<file path="config.mk">
export PLATFORM = sky130hd
export DESIGN_NAME = mem_access_unit
export DESIGN_NICKNAME = d
export VERILOG_FILES = /design/src/rtl/riscv_pkg.sv /design/src/rtl/mem_lane_align.sv /design/src/rtl/mem_access_unit.sv
export SDC_FILE = /design/constraint.sdc
export NUM_CORES = 1
export LEC_CHECK = 0
export CAP_MARGIN = 20
export CORE_MARGIN = 4
export CORE_UTILIZATION = 64
export DETAILED_ROUTE_END_ITERATION = 8
export DONT_BUFFER_PORTS = 1
export PLACE_DENSITY_LB_ADDON = 0.2
export SYNTH_ARGS = -nofsm -noshare
export SYNTH_HDL_FRONTEND = slang
export SYNTH_SLANG_ARGS = --single-unit
</file>
<file path="constraint.sdc">
create_clock -name clk -period 3 [get_ports clk]
set_input_delay 0.45 -clock clk [delete_from_list [all_inputs] [get_ports clk]]
set_output_delay 0.45 -clock clk [all_outputs]
set_load 0.005 [all_outputs]
</file>
<file path="src/rtl/riscv_pkg.sv">
`default_nettype none
// ============================================================================
//  Module   : riscv_pkg
//  Purpose  : funct3 size codes, load/store unit state encoding, shared opcodes
//  Revision : 1.0
// ============================================================================
package riscv_pkg;

   localparam logic [2:0] F3_B  = 3'b000;
   localparam logic [2:0] F3_H  = 3'b001;
   localparam logic [2:0] F3_W  = 3'b010;
   localparam logic [2:0] F3_BU = 3'b100;
   localparam logic [2:0] F3_HU = 3'b101;

   localparam int STATE_W = 2;
   localparam logic [STATE_W-1:0] IDLE   = 2'd0;
   localparam logic [STATE_W-1:0] ACCESS = 2'd1;
   localparam logic [STATE_W-1:0] RESP   = 2'd2;

   localparam logic [6:0] OPCODE_LW     = 7'b0000011;
   localparam logic [6:0] OPCODE_S_TYPE = 7'b0100011;

   // Unsigned sizes only exist for loads.
   function automatic logic f3_supported(input logic we, input logic [2:0] f3);
      case (f3)
         F3_B, F3_H, F3_W: return 1'b1;
         F3_BU, F3_HU:     return !we;
         default:          return 1'b0;
      endcase
   endfunction

endpackage
`default_nettype wire

</file>
<file path="src/rtl/mem_lane_align.sv">
`default_nettype none
// ============================================================================
//  Module   : mem_lane_align
//  Purpose  : byte enables, store lane replication, misalign flag, load extend
//  Revision : 1.0
// ============================================================================
module mem_lane_align
   import riscv_pkg::*;
(
   input  logic [2:0]  funct3,
   input  logic [1:0]  addr_lo,
   input  logic [31:0] wdata,
   input  logic [31:0] mem_rdata,
   output logic [3:0]  mem_be,
   output logic [31:0] mem_wdata,
   output logic        misalign,
   output logic [31:0] load_data
);

   logic [7:0]  w_byte;
   logic [15:0] w_half;

   assign w_byte = mem_rdata[{addr_lo, 3'b000} +: 8];
   assign w_half = addr_lo[1] ? mem_rdata[31:16] : mem_rdata[15:0];

   always_comb begin
      mem_be    = 4'b0000;
      mem_wdata = wdata;
      misalign  = 1'b0;
      load_data = mem_rdata;
      case (funct3)
         F3_B, F3_BU: begin
            mem_be    = 4'b0001 << addr_lo;
            mem_wdata = {4{wdata[7:0]}};
            load_data = (funct3 == F3_B) ? {{24{w_byte[7]}}, w_byte} : {24'd0, w_byte};
         end
         F3_H, F3_HU: begin
            mem_be    = 4'b0011 << addr_lo;
            mem_wdata = {2{wdata[15:0]}};
            misalign  = addr_lo[0];
            load_data = (funct3 == F3_H) ? {{16{w_half[15]}}, w_half} : {16'd0, w_half};
         end
         F3_W: begin
            mem_be   = 4'b1111;
            misalign = |addr_lo;
         end
         default: ;
      endcase
   end

endmodule
`default_nettype wire

</file>
<file path="src/rtl/mem_access_unit.sv">
`default_nettype none
// ============================================================================
//  Module   : mem_access_unit
//  Purpose  : MEM-stage load/store unit with req/ack memory handshake.
//             Optional ACCESS timeout enabled by MEM_ACCESS_TIMEOUT_EN.
//  Revision : 1.0
// ============================================================================
module mem_access_unit
   import riscv_pkg::*;
#(
   parameter int MEM_AW         = 9,
   parameter int TIMEOUT_CYCLES = 16
)(
   input  logic              clk,
   input  logic              rst,
   input  logic              req_valid,
   input  logic              req_we,
   input  logic [2:0]        funct3,
   input  logic [31:0]       addr,
   input  logic [31:0]       wdata,
   output logic              busy,
   output logic              done,
   output logic [31:0]       rdata,
   output logic              fault,
   output logic              mem_req,
   output logic              mem_we,
   output logic [MEM_AW-1:0] mem_addr,
   output logic [3:0]        mem_be,
   output logic [31:0]       mem_wdata,
   input  logic              mem_ack,
   input  logic [31:0]       mem_rdata
);

   logic [STATE_W-1:0] r_state, w_next;
   logic               r_we, r_fault;
   logic [2:0]         r_f3;
   logic [MEM_AW-1:0]  r_addr;
   logic [31:0]        r_wdata, r_rdata;

   logic [2:0]  w_f3;
   logic [1:0]  w_addr_lo;
   logic [3:0]  w_be;
   logic [31:0] w_load;
   logic        w_misalign, w_illegal, w_accept, w_timeout;
   logic        w_unused;

   // In IDLE the aligner looks at the incoming request so legality is known at accept.
   assign w_f3      = (r_state == IDLE) ? funct3    : r_f3;
   assign w_addr_lo = (r_state == IDLE) ? addr[1:0] : r_addr[1:0];

   mem_lane_align u_align (
      .funct3    (w_f3),
      .addr_lo   (w_addr_lo),
      .wdata     (r_wdata),
      .mem_rdata (mem_rdata),
      .mem_be    (w_be),
      .mem_wdata (mem_wdata),
      .misalign  (w_misalign),
      .load_data (w_load)
   );

   assign w_accept  = (r_state == IDLE) && req_valid;
   assign w_illegal = !f3_supported(req_we, funct3) || w_misalign;
   assign w_unused  = ^{addr[31:MEM_AW], TIMEOUT_CYCLES[0]};

`ifdef MEM_ACCESS_TIMEOUT_EN
   localparam int TCNT_W = (TIMEOUT_CYCLES > 1) ? $clog2(TIMEOUT_CYCLES) : 1;
   logic [TCNT_W-1:0] r_tcnt;

   always_ff @(posedge clk or negedge rst) begin
      if (!rst)
         r_tcnt <= '0;
      else if (r_state != ACCESS)
         r_tcnt <= '0;
      else
         r_tcnt <= r_tcnt + TCNT_W'(1);
   end

   assign w_timeout = (r_state == ACCESS) && !mem_ack &&
                      (r_tcnt == TCNT_W'(TIMEOUT_CYCLES - 1));
`else
   assign w_timeout = 1'b0;
`endif

   always_ff @(posedge clk or negedge rst) begin
      if (!rst)
         r_state <= IDLE;
      else
         r_state <= w_next;
   end

   always_comb begin
      w_next = r_state;
      case (r_state)
         IDLE:    if (req_valid) w_next = w_illegal ? RESP : ACCESS;
         ACCESS:  if (mem_ack || w_timeout) w_next = RESP;
         RESP:    w_next = IDLE;
         default: w_next = IDLE;
      endcase
   end

   always_comb begin
      busy    = 1'b0;
      done    = 1'b0;
      fault   = 1'b0;
      mem_req = 1'b0;
      mem_we  = 1'b0;
      mem_be  = 4'b0000;
      case (r_state)
         IDLE:    busy = req_valid;
         ACCESS: begin
            busy    = 1'b1;
            mem_req = 1'b1;
            mem_we  = r_we;
            mem_be  = w_be;
         end
         RESP: begin
            busy  = 1'b1;
            done  = 1'b1;
            fault = r_fault;
         end
         default: ;
      endcase
   end

   always_ff @(posedge clk or negedge rst) begin
      if (!rst) begin
         r_we    <= 1'b0;
         r_f3    <= '0;
         r_addr  <= '0;
         r_wdata <= '0;
         r_fault <= 1'b0;
         r_rdata <= '0;
      end else begin
         if (w_accept) begin
            r_we    <= req_we;
            r_f3    <= funct3;
            r_addr  <= addr[MEM_AW-1:0];
            r_wdata <= wdata;
            r_fault <= w_illegal;
         end
         if (w_timeout)
            r_fault <= 1'b1;
         if ((r_state == ACCESS) && mem_ack && !r_we)
            r_rdata <= w_load;
      end
   end

   assign mem_addr = {2'b00, r_addr[MEM_AW-1:2]};
   assign rdata    = r_rdata;

endmodule
`default_nettype wire

</file>
==> reports/results.ini <==
[yosys]
yosys.area.top_type=dfrtp_1
synth_area_leaders=dfrtp_1, mux2_2, nand2_1
ys_ff_latch=80
netlist.area_leader.share_pct=45.9
yosys_warnings=0
synthFlopType=dfrtp_1
synth.lib_cells_used.distinct=44
yosysSeqAreaShare_pct=45.9
synth_commonest_cells=nand2_1, dfrtp_1, mux2_2
yosysMostFrequentCell=nand2_1
synth-async-reset-ratio_pct=100
syn_area_per_cell_sq_um=10.2
synth-edff-count=0
syn-instance-count=429
netlist_area_sq_um=4360

[finish]
fin_nets=521
syn_to_final_growth_pct=3.45
drive_gt1_share_pct=26.9
antennaDiodeCount=0
post-route-cell-area_sq_um=4510

[grt]
grt_overflow=0
grt_max_degree=81
antenna_found_initial=0
track_usage_pct=25.3
grt_first_pass_wirelength_microns=16600
grt_pass1_vias=3128

[critical_path]
slowest_stage=mux2_2
worst-r2r-cell-count=8
critical_path_arrival_ns=2.39
start_kind=flip-flop
r2r-end=rdata[24]$_DFFE_PN0P_
end_kind=output pin
crit_end=mem_be[3]
crit_path_start=r_state[0]$_DFFE_PN0P_
crit_fanout=10
critPathRequiredTime_ns=2.55
reg2reg_from=r_state[0]$_DFFE_PN0P_
cpPeakStageDelay_ns=0.48
path_cells=inv_1 -> ha_2 -> mux2_2 -> or3_1 -> a21boi_0
crit_type=flip-flop to output pin
reg2reg_slack_ns=0.33

[clocking]
clk_pin_slew_worst_paths_ns=0.09
clock-sinks=80
numCtsBuffers=9
htreeDepth=3
cts.path.max_buffers=2
root_buffer=clkbuf_8
cts_setup_buffers=0
cts_tree=yes
clkLatencyLatePin_ns=0.34

[pwr]
p_leak_nw=1.90
power_density_nw_per_um2=1230
irDropWorstVdd_mv=0.660

[floorplanning]
fp.dieW_microns=90.5
row_count=29
io_pins=186
core_sq_um=6490
start_util_pct=67.1
die_y_microns=90.5
dieArea_sq_um=8190

[sta]
worstMarginPinSlew_ns=0.658
hold_viol_final=10
fin_crit_ns=2.84
slew_headroom_pct=56.0
finalCritPeriodShare_pct=94.8
rsz0062_at_grt=false
drv_slew=0
finClkSkew_ns=0.0138
setup_viol=0
setup-tns-final_ns=0
hold_ws_ns=-0.0158
fmax_mhz=352

[place]
finalWeightedCongestion=0.833
place_area_sq_um=4310
numPortBuffers=0
place_hpwl_microns=7470

[drt]
first_pass_iters=4
wl_per_cell_microns=20.7
vias=3098
antenna_left=0
drc=0
totalWireLength_microns=10200
vias_per_cell=6.27
dr.first_iter.drc_count=187

[run]
drv_cap=0

[outcome]
outcome=finished with violations
violations=hold timing

[hold_path]
worstHoldPathType=input pin to async pin

==> through the flow <==
stage                     hold slack, ns  power [mW]  setup WS, ns  cells  util, %
after floorplan                    0.154        4.37         0.659    430        -
after global placement             0.156        4.77         0.258    478     66.4
after detailed placement           0.157        4.86         0.162    478     66.4
after CTS                        0.00476        5.56       0.00564    494     69.3
after global routing             0.00825        5.99        0.0208    494     69.4
final                            -0.0158        5.54         0.157    494     69.4
==> state kept, by name, summed over array words and instances, names as in the netlist <==
register	count
r_fault	1
rdata	32
r_f3	3
r_wdata	32
r_we	1
r_addr	9
r_state	2
==> repair_timing <==
item,CTS,global route
cloned,0,0
endpoints found under the hold margin,80,0
setup endpoints to repair,8,13
resized for setup,1,2
hold buffers,1,0
==> worst max-delay path: cells and delay by family (launching register included) <==
kind / cells / cell delay (ns)
adder cells (fa/ha/maj): 1 / 0.34
AND/OR/NAND/NOR: 1 / 0.42
multiplexers: 1 / 0.48
flip-flops: 1 / 0.42
AO/OA/AOI/OAI: 1 / 0.29
buffers and inverters: 1 / 0.10
==> how the worst min path moves through the flow <==
stage,endpoint,slack [ns],cells past startpoint
floorplan,r_addr[0]$_DFFE_PN0P_,0.15,0
global placement,r_fault$_DFFE_PN0P_,0.16,0
detailed placement,r_fault$_DFFE_PN0P_,0.16,0
CTS,rdata[30]$_DFFE_PN0P_,0.005,1
global route,rdata[29]$_DFFE_PN0P_,0.008,1
finish,rdata[30]$_DFFE_PN0P_,-0.02,1
==> final cells by class <==
class / count / area (sq um)
tap: 77 / 96.3
sequential: 80 / 2000
clock inverter: 4 / 22.5
fill: 514 / 1990
clock buffer: 11 / 131
timing repair buffer: 13 / 130
inverter: 4 / 15.0
multi-input combinational: 305 / 2110
==> kinds of logic (layout without fill, tap and decap cells) <==
logic type               count (synthesis)  in the layout  share of synthesized area (%)
flip-flops                              80             80                           45.9
adder cells (fa/ha/maj)                  4              4                           1.15
AO/OA/AOI/OAI                           83             83                           14.8
AND/OR/NAND/NOR                        153            153                           14.8
other                                    1              2                         0.0861
buffers and inverters                   45             32                           6.26
multiplexers                            63             63                           17.0
==> routing by layer <==
layer | routed length (microns) | vias up | global-route usage, %
li1 | - | 1459 | -
met1 | 3900 | 1486 | 29.4
met2 | 5010 | 137 | 41.4
met3 | 1120 | 16 | 10.8
met4 | 177 | 0 | 9.44
met5 | 0 | - | 0
==> cell usage in the layout (no fill, tap or decap), types with 2 or more instances in the layout <==
cell | netlist | final
nand3_1 | 3 | 3
o22ai_1 | 8 | 8
conb_1 | 1 | 2
o21ai_0 | 6 | 6
clkbuf_1 | 9 | 2
a21boi_0 | 4 | 4
clkinv_2 | 0 | 3
ha_1 | 4 | 3
and2_1 | 3 | 3
or3_1 | 2 | 2
a222oi_1 | 7 | 7
nor2_1 | 42 | 41
nand2_1 | 93 | 92
inv_1 | 4 | 4
a21oi_1 | 20 | 20
dfrtp_1 | 80 | 80
clkbuf_8 | 0 | 9
buf_4 | 18 | 11
mux2i_4 | 2 | 2
nor2b_1 | 3 | 3
mux2_2 | 56 | 56
a31oi_2 | 10 | 10
mux2i_2 | 1 | 2
nor3_1 | 2 | 2
mux2_4 | 2 | 2
a31oi_1 | 15 | 15
a21oi_4 | 1 | 2
==> report_power, final <==
part / total (mW) / leakage [nW] / internal, mW / switching (mW)
clock network: 0.664 / 0.0789 / 0.293 / 0.372
registers: 2.12 / 0.944 / 1.64 / 0.482
logic: 2.76 / 0.882 / 1.23 / 1.53
Note: power is estimated with default switching activity, not from simulation.
